`config.mk`:
```
export PLATFORM = sky130hd
export DESIGN_NAME = ram_scan_reader_flat
export DESIGN_NICKNAME = d
export VERILOG_FILES = /design/src/rtl/ram_scan_reader_pkg.sv /design/src/rtl/ram_scan_reader_if.sv /design/src/rtl/ram_scan_reader_tick_gen.sv /design/src/rtl/ram_scan_reader.sv /design/src/flat_wrapper.sv
export SDC_FILE = /design/constraint.sdc
export NUM_CORES = 1
export LEC_CHECK = 0
export CAP_MARGIN = 15
export CORE_ASPECT_RATIO = 0.6
export CORE_MARGIN = 2
export CORE_UTILIZATION = 55
export CTS_CLUSTER_SIZE = 30
export DETAILED_ROUTE_END_ITERATION = 8
export HOLD_SLACK_MARGIN = 0.08
export PLACE_DENSITY_LB_ADDON = 0.15
export REMOVE_ABC_BUFFERS = 1
export SLEW_MARGIN = 5
export SYNTH_ARGS = -nofsm -noshare
export SYNTH_HDL_FRONTEND = slang
export SYNTH_SLANG_ARGS = --single-unit
```
`constraint.sdc`:
```
create_clock -name clk -period 3.64 [get_ports clk]
set_clock_uncertainty 0.2 [all_clocks]
set_input_delay 1.092 -clock clk [delete_from_list [all_inputs] [get_ports clk]]
set_output_delay 1.092 -clock clk [all_outputs]
set_load 0.05 [all_outputs]
```
`src/rtl/ram_scan_reader_pkg.sv`:
```
// Shared types and default geometry for the 32x4 RAM read path (package ram_scan_pkg).
package ram_scan_pkg;

    localparam int RAM_ADDR_W = 5;
    localparam int RAM_DATA_W = 4;

    typedef enum logic [1:0] {
        ISSUE,
        CAPTURE,
        HOLD
    } scan_state_t;

endpackage

```
`src/rtl/ram_scan_reader_if.sv`:
```
// RAM read port, mirrored write port, board controls and display pair seen by ram_scan_reader.
interface ram_scan_reader_if
    import ram_scan_pkg::*;
#(
    parameter int ADDR_W = RAM_ADDR_W,
    parameter int DATA_W = RAM_DATA_W
);

    logic              run;
    logic              step;
    logic              wr_en;
    logic [ADDR_W-1:0] wr_addr;
    logic [DATA_W-1:0] rd_q;
    logic [ADDR_W-1:0] rd_addr;
    logic [ADDR_W-1:0] disp_addr;
    logic [DATA_W-1:0] disp_data;
    logic              disp_valid;
    logic              wrap;

    modport master (
        input  run, step, wr_en, wr_addr, rd_q,
        output rd_addr, disp_addr, disp_data, disp_valid, wrap
    );

    modport slave (
        output run, step, wr_en, wr_addr, rd_q,
        input  rd_addr, disp_addr, disp_data, disp_valid, wrap
    );

endinterface

```
`src/rtl/ram_scan_reader_tick_gen.sv`:
```
// Auto-advance prescaler: tick is high in the cycle the count reaches TICK_CYCLES-1 while enabled.
module tick_gen #(
    parameter int TICK_CYCLES = 50_000_000
) (
    input  logic clk,
    input  logic reset,
    input  logic en,
    output logic tick
);

    localparam int              CNT_W = (TICK_CYCLES > 1) ? $clog2(TICK_CYCLES) : 1;
    localparam logic [CNT_W-1:0] LAST = CNT_W'(TICK_CYCLES - 1);

    logic [CNT_W-1:0] cnt_q;
    logic [CNT_W-1:0] cnt_d;

    assign tick = en && (cnt_q == LAST);

    always_comb begin
        cnt_d = cnt_q + CNT_W'(1);
        if (!en || tick) begin
            cnt_d = '0;
        end
    end

    // NOTE: state registers use non-blocking assignments so every flop samples pre-edge values.
    always_ff @(posedge clk) begin
        if (reset) begin
            cnt_q <= '0;
        end else begin
            cnt_q <= cnt_d;
        end
    end

endmodule

```
`src/rtl/ram_scan_reader.sv`:
```
// Read-side sequencer for the dual-port RAM; absorbs read latency and presents a coherent display pair.
// Optional macro RAM_SCAN_WRITE_REFRESH_EN: re-read the displayed address after a colliding write.
module ram_scan_reader
    import ram_scan_pkg::*;
#(
    parameter int ADDR_W      = RAM_ADDR_W,
    parameter int DATA_W      = RAM_DATA_W,
    parameter int TICK_CYCLES = 50_000_000
) (
    input  logic              clk,
    input  logic              reset,
    ram_scan_reader_if.master bus
);

    scan_state_t       state_q, state_d;
    logic [ADDR_W-1:0] rd_addr_q, rd_addr_d;
    logic [ADDR_W-1:0] disp_addr_q, disp_addr_d;
    logic [DATA_W-1:0] disp_data_q, disp_data_d;
    logic              disp_valid_q, disp_valid_d;
    logic              wrap_q, wrap_d;
    logic              tick;
    logic              advance;

    tick_gen #(.TICK_CYCLES(TICK_CYCLES)) u_tick_gen (
        .clk   (clk),
        .reset (reset),
        .en    ((state_q == HOLD) && bus.run),
        .tick  (tick)
    );

    assign advance = (state_q == HOLD) && (bus.run ? tick : bus.step);

`ifdef RAM_SCAN_WRITE_REFRESH_EN
    logic refresh_q, refresh_d;

    always_comb begin
        refresh_d = refresh_q;
        if (state_q == HOLD) begin
            refresh_d = 1'b0;
        end
        // A write landing on the current address always leaves a re-read owed.
        if (bus.wr_en && (bus.wr_addr == rd_addr_q)) begin
            refresh_d = 1'b1;
        end
    end

    always_ff @(posedge clk) begin
        if (reset) begin
            refresh_q <= 1'b0;
        end else begin
            refresh_q <= refresh_d;
        end
    end
`else
    logic refresh_q;
    assign refresh_q = 1'b0;
`endif

    // NOTE: every always_comb output gets a default first so no path infers a latch.
    always_comb begin
        state_d      = state_q;
        rd_addr_d    = rd_addr_q;
        disp_addr_d  = disp_addr_q;
        disp_data_d  = disp_data_q;
        disp_valid_d = disp_valid_q;
        wrap_d       = 1'b0;
        unique case (state_q)
            ISSUE:   state_d = CAPTURE;
            CAPTURE: begin
                disp_addr_d  = rd_addr_q;
                disp_data_d  = bus.rd_q;
                disp_valid_d = 1'b1;
                state_d      = HOLD;
            end
            HOLD: begin
                if (advance) begin
                    rd_addr_d = rd_addr_q + ADDR_W'(1);
                    wrap_d    = (rd_addr_q == '1);
                    state_d   = ISSUE;
                end else if (refresh_q) begin
                    state_d = ISSUE;
                end
            end
            default: state_d = ISSUE;
        endcase
    end

    always_ff @(posedge clk) begin
        if (reset) begin
            state_q      <= ISSUE;
            rd_addr_q    <= '0;
            disp_addr_q  <= '0;
            disp_data_q  <= '0;
            disp_valid_q <= 1'b0;
            wrap_q       <= 1'b0;
        end else begin
            state_q      <= state_d;
            rd_addr_q    <= rd_addr_d;
            disp_addr_q  <= disp_addr_d;
            disp_data_q  <= disp_data_d;
            disp_valid_q <= disp_valid_d;
            wrap_q       <= wrap_d;
        end
    end

    assign bus.rd_addr    = rd_addr_q;
    assign bus.disp_addr  = disp_addr_q;
    assign bus.disp_data  = disp_data_q;
    assign bus.disp_valid = disp_valid_q;
    assign bus.wrap       = wrap_q;

endmodule
```
`src/flat_wrapper.sv`:
```
// flat-port wrapper written by rule: the top's interface ports become plain ports
module ram_scan_reader_flat import ram_scan_pkg::*;
#(
    parameter int ADDR_W      = RAM_ADDR_W,
    parameter int DATA_W      = RAM_DATA_W,
    parameter int TICK_CYCLES = 50_000_000
)
  (clk, reset, bus_run, bus_step, bus_wr_en, bus_wr_addr, bus_rd_q, bus_rd_addr, bus_disp_addr, bus_disp_data, bus_disp_valid, bus_wrap);
  ram_scan_reader_if #(.ADDR_W(ADDR_W), .DATA_W(DATA_W)) bus_i ();
  input  logic clk;
  input  logic reset;
  input wire logic [$bits(bus_i.run)-1:0] bus_run;
  input wire logic [$bits(bus_i.step)-1:0] bus_step;
  input wire logic [$bits(bus_i.wr_en)-1:0] bus_wr_en;
  input wire logic [$bits(bus_i.wr_addr)-1:0] bus_wr_addr;
  input wire logic [$bits(bus_i.rd_q)-1:0] bus_rd_q;
  output wire logic [$bits(bus_i.rd_addr)-1:0] bus_rd_addr;
  output wire logic [$bits(bus_i.disp_addr)-1:0] bus_disp_addr;
  output wire logic [$bits(bus_i.disp_data)-1:0] bus_disp_data;
  output wire logic [$bits(bus_i.disp_valid)-1:0] bus_disp_valid;
  output wire logic [$bits(bus_i.wrap)-1:0] bus_wrap;
  assign bus_i.run = bus_run;
  assign bus_i.step = bus_step;
  assign bus_i.wr_en = bus_wr_en;
  assign bus_i.wr_addr = bus_wr_addr;
  assign bus_i.rd_q = bus_rd_q;
  assign bus_rd_addr = bus_i.rd_addr;
  assign bus_disp_addr = bus_i.disp_addr;
  assign bus_disp_data = bus_i.disp_data;
  assign bus_disp_valid = bus_i.disp_valid;
  assign bus_wrap = bus_i.wrap;
  ram_scan_reader #(.ADDR_W(ADDR_W), .DATA_W(DATA_W), .TICK_CYCLES(TICK_CYCLES)) u_core (.clk(clk), .reset(reset), .bus(bus_i));
endmodule
```
# --- Word-level counts from Yosys, hierarchy flattened ---
# Index checks and enable logic that the tools add are counted.
totals:
  ff_bits: 44
  out_inout_bits: 16
  in_bits: 14
  wordCells: 28
op_classes:
  add_sub_neg: 2
  eq_ne: 5
  bitwise_logic: 2
  n_mux: 3
  n_reduce_logical: 9
ops:
  columns: ["operator", "count"]
  rows:
  - ["26-bit by 1-bit adder with 26-bit output (second input constant)", 1]
  - ["26-bit equality test (second input constant)", 1]
  - ["2-bit case mux with 3 select lines", 1]
  - ["5-bit by 1-bit adder with 5-bit output (second input constant)", 1]
  - ["5-bit equality test (second input constant)", 1]
  - ["1-bit logical AND", 3]
  - ["3-bit OR reduction", 1]
  - ["2-bit by 1-bit equality test with 1-bit output (second input constant)", 1]
  - ["2-bit equality test (second input constant)", 1]
  - ["2-bit zero test", 1]
  - ["2-bit two-way mux", 1]
  - ["2-bit by 1-bit != test with 1-bit output (second input constant)", 1]
  - ["1-bit inverter", 2]
  - ["2-bit AND reduction", 1]
  - ["2-bit OR reduction", 1]
  - ["1-bit zero test", 1]
  - ["1-bit logical OR", 1]
  - ["1-bit two-way mux", 1]

# --- Longest topological paths before layout ---
depth:
  ltp_word: 7
  depth_mapped: 7
  mapped_depth_nobuf: 7

# --- By module ---
# A second synthesis with hierarchy kept.
hier_totals:
  cells_unflattened: 230
  area_unflattened_um2: 1955.6
by_module_without_submodules:
  columns: ["module", "instances", "seq_area_each_um2", "area_per_inst_um2", "cells_per_inst"]
  rows:
  - ["tick_gen", 1, 520.5, 1253.7, 148]
  - ["ram_scan_reader", 1, 360.3, 701.9, 82]

# --- Worst setup path before layout ---
# OpenSTA, ideal clock, no wires.
synth_path:
  path_kind: "input -> register"
  start: "in bus_run"
  end: "reg u_core.rd_addr_q[3] (netlist: u_core.bus.rd_addr[3])"
  path_slack_ps: 1198
  n_path_buf: 0
  t_required_ps: 3378
  setup_ps: 62
  arrival_time_ps: 2180
  stages: 5
  cell_sequence: "nor3b_1 and4_1 a21oi_2 or4b_1 nand3_1"
synth_via:
  elab_chain_cells: 5
synth_lines:
  columns: ["element", "line", "source"]
  rows:
  - ["start: declaration", "flat_wrapper.sv:12", "input wire logic [$bits(bus_i.run)-1:0] bus_run;"]
  - ["1-bit logical AND", "ram_scan_reader.sv:27", ".en ((state_q == HOLD) && bus.run),"]
  - ["1-bit logical AND", "ram_scan_reader_tick_gen.sv:17", "assign tick = en && (cnt_q == LAST);"]
  - ["1-bit two-way mux (*)", "ram_scan_reader.sv:31", "assign advance = (state_q == HOLD) && (bus.run ? tick : bus.step);"]
  - ["1-bit logical AND (*)", "ram_scan_reader.sv:31", null]
  - ["2-bit AND reduction (no source line) (*)", null, null]
  - ["end signal: assignment", "ram_scan_reader.sv:98", "rd_addr_q <= rd_addr_d;"]
  - ["end: declaration", "ram_scan_reader.sv:16", "logic [ADDR_W-1:0] rd_addr_q, rd_addr_d;"]
# Every way passes the cells marked *; elsewhere a longest branch is shown, timed or not.
# A chain may end at the register's enable or synchronous reset.

# --- Final worst setup path ---
layout_path:
  start: "reg u_core.rd_addr_q[2] (netlist: u_core.bus.rd_addr[2])"
  end: "out bus_rd_addr[2]"
layout_rtl:
  columns: ["element", "line", "source"]
  rows:
  - ["end: declaration", "flat_wrapper.sv:17", "output wire logic [$bits(bus_i.rd_addr)-1:0] bus_rd_addr;"]
# No word-level cell between the ends.

==> results.py <==
metrics = {
    "run_status": {
        "outcome": "finished, final reports clean",
    },
    "worst_hold_path": {
        "hp-class": "reg2reg",
    },
    "global_routing": {
        "antenna_found_initial": 0,
        "grt_pass1_wl_um": 6500,
        "grt_max_degree": 27,
        "grt_use_total_pct": 21.0,
        "grt_pass1_vias": 1446,
        "grt-ovfl-total": 0,
    },
    "power": {
        "leakage_nw": 0.767,
        "p_per_area_mw_per_mm2": 378,
        "irDropWorstVdd_uv": 311,
    },
    "clocking": {
        "cts.sinks": 44,
        "cts_buffers": 5,
        "cts-htree-levels": 2,
        "cts_tree": "built",
        "cts_resized": 0,
        "cts_root_buf": "clkbuf_8",
        "post-cts-setup-buffers": 0,
        "clkLatencyLatePin_ns": 0.29,
        "path_clk_slew_ns": 0.08,
        "postCtsHoldBufs": 0,
        "clock_path_buffers": 2,
    },
    "floorplan": {
        "die_area_mm2": 0.00401,
        "num_rows": 16,
        "fp.dieH_um": 49.9,
        "die_w_um": 80.5,
        "start_util_pct": 58.4,
        "core_mm2": 0.00330,
        "io_pins": 30,
    },
    "setup_path": {
        "crit_path_max_fanout": 8,
        "worst-path-buf-inv": 1,
        "end_kind": "output port",
        "worstSetupPathType": "reg2out",
        "max_stage_delay_ns": 0.87,
        "critPathLaunchType": "register",
        "cp.arrival_ns": 1.63,
        "path_cells": "clkdlybuf4s50_1",
        "crit_slowest_cell": "clkdlybuf4s50_1",
        "cp_top_family": "buffers and inverters",
        "cp.required_ns": 2.35,
    },
    "sta": {
        "hold_viol_final": 0,
        "setup_tns_ns": 0,
        "worst_pin_slew_ns": 0.739,
        "fin_crit_sh_pct": 80.2,
        "fmax_ghz": 0.343,
        "setup_viol": 0,
        "max_slew_margin_pct": 50.3,
        "worst_slack_ns": 0.721,
        "rsz0062_at_grt": "no",
        "fin_crit_ns": 2.92,
        "maxSlewViolCount": 0,
    },
    "yosys": {
        "synthMuxAreaShare_pct": 0,
        "synth_fa_ha_area_share_pct": 1.95,
        "synth_top_family_by_area": "simple AND/OR/NAND/NOR gates",
        "postSynthAreaPerCell_um2": 8.57,
        "syn_inst": 225,
        "ys_warn_count": 0,
        "synth-compound-area-share_pct": 6.16,
        "synthDistinctLibCells": 36,
        "synth_area_mm2": 0.00193,
        "yosys_register_bits": 44,
        "seq_area_frac_synth_pct": 45.7,
        "synth-xor-area-share_pct": 10.9,
        "synth-simple-area-share_pct": 33.3,
    },
    "routing": {
        "vias_per_cell": 5.38,
        "drtPass1Iterations": 4,
        "ant_nets": 0,
        "drc": 0,
        "drtIter0Drc": 74,
        "via_count": 1588,
        "wirelength_um": 3750,
        "wire_per_inst_um": 12.7,
    },
    "cells_and_area": {
        "antennaDiodeCount": 0,
        "area_delta_synth_final_pct": 18.2,
        "mostFrequentLayoutCell": "dfxtp_1",
        "mostFrequentLayoutCells": "dfxtp_1 (44), nor2_1 (35), nand2_1 (31)",
        "final_area_mm2": 0.00228,
        "drive_above_1_share_pct": 6.80,
        "nFillCells": 297,
        "nNetsFinal": 267,
    },
    "place": {
        "place_congestion": 0.789,
        "postPlaceCellArea_mm2": 0.00220,
        "dp_hpwl_um": 2680,
        "numPortBuffers": 23,
        "dp_slack_ns": 0.582,
    },
    "job": {
        "maxCapViolations": 0,
    },
}
-- routing by layer --
layer / GRT usage, % / vias to the layer above / part of all wire, %
li1: - / 816 / -
met1: 30.9 / 741 / 55
met2: 29.3 / 26 / 40
met3: 6.04 / 5 / 4.6
met4: 6.78 / 0 / 0.91
met5: 0 / - / 0
-- final cells by class --
class	count	area [um^2]	share of cell area, %
flip-flops and latches	44	881	38.6
clock buffers	6	72.6	3.18
clock inverters	1	5.00	0.220
repair buffers	25	245	10.8
well taps	45	56.3	2.47
inverters	3	11.3	0.494
multi-input cells	171	1010	44.2
-- Yosys cell counts, drive strengths merged --
| library cell | count | area [um^2] |
|---|---|---|
| clkbuf | 4 | 15.0 |
| o211ai | 2 | 15.0 |
| nor4 | 4 | 46.3 |
| ha | 3 | 37.5 |
| or3 | 2 | 12.5 |
| a21oi | 14 | 73.8 |
| and4b | 1 | 10.0 |
| inv | 3 | 11.3 |
| or4b | 1 | 10.0 |
| nand3b | 1 | 7.51 |
| nand3 | 18 | 100 |
| o22ai | 1 | 6.26 |
| and3 | 6 | 38.8 |
| nor3b | 3 | 22.5 |
| or3b | 1 | 11.3 |
| nor2b | 3 | 18.8 |
| o21ai | 3 | 15.0 |
| and4 | 2 | 17.5 |
| buf | 3 | 13.8 |
| xor2 | 17 | 149 |
| nand4 | 9 | 56.3 |
| nor3 | 2 | 10.0 |
| nand2 | 31 | 116 |
| a31o | 1 | 8.76 |
| nor4b | 1 | 8.76 |
| xnor2 | 7 | 61.3 |
| nor2 | 36 | 143 |
| nand2b | 2 | 12.5 |
| dfxtp | 44 | 881 |
-- report_power, final --
part	leakage, nW	switching (W)	internal [W]
Sequential	0.356	0.00000680	0.000490
Combinational	0.370	0.0000525	0.0000275
Clock	0.0410	0.000154	0.000131
-- metrics by stage --
stage / util [%] / instances / hold slack, ns / total power [W]
global route: 69.0 / 295 / 0.285 / 0.000898
CTS: 69.0 / 295 / 0.259 / 0.000870
floorplan: - / 218 / 0.238 / 0.000556
global placement: 66.7 / 288 / 0.244 / 0.000588
finish: 69.0 / 295 / 0.257 / 0.000862
detailed placement: 66.7 / 288 / 0.248 / 0.000588
-- path summary, 6_finish.rpt --
| kind | startpoint | slack, ns | to | depth (start not counted) |
|---|---|---|---|---|
| worst min register to register | u_core.bus.disp_addr[0] | 0.26 | u_core.bus.disp_addr[0] | 2 |
| worst max register to register | u_core.u_tick_gen.cnt_q[0] | 1.45 | u_core.bus.rd_addr[3] | 6 |
| worst max-delay path | u_core.bus.rd_addr[2] | 0.72 | bus_rd_addr[2] | 1 |
| worst min-delay path | u_core.bus.disp_addr[0] | 0.26 | u_core.bus.disp_addr[0] | 2 |
-- state kept, by name, indices dropped and copies added (netlist names) --
name / cells
u_core.bus.disp_addr: 5
u_core.bus.wrap: 1
u_core.bus.disp_data: 4
u_core.u_tick_gen.cnt_q: 26
u_core.bus.disp_valid: 1
u_core.state_q: 2
u_core.bus.rd_addr: 5
-- kinds of logic after synthesis --
family,after synthesis
AO/OA/AOI/OAI,21
XOR/XNOR,24
flip-flops,44
AND/OR/NAND/NOR,123
buffers and inverters,10
adder cells (fa/ha/maj),3
No activity file was read; power rests on OpenSTA's default activity.
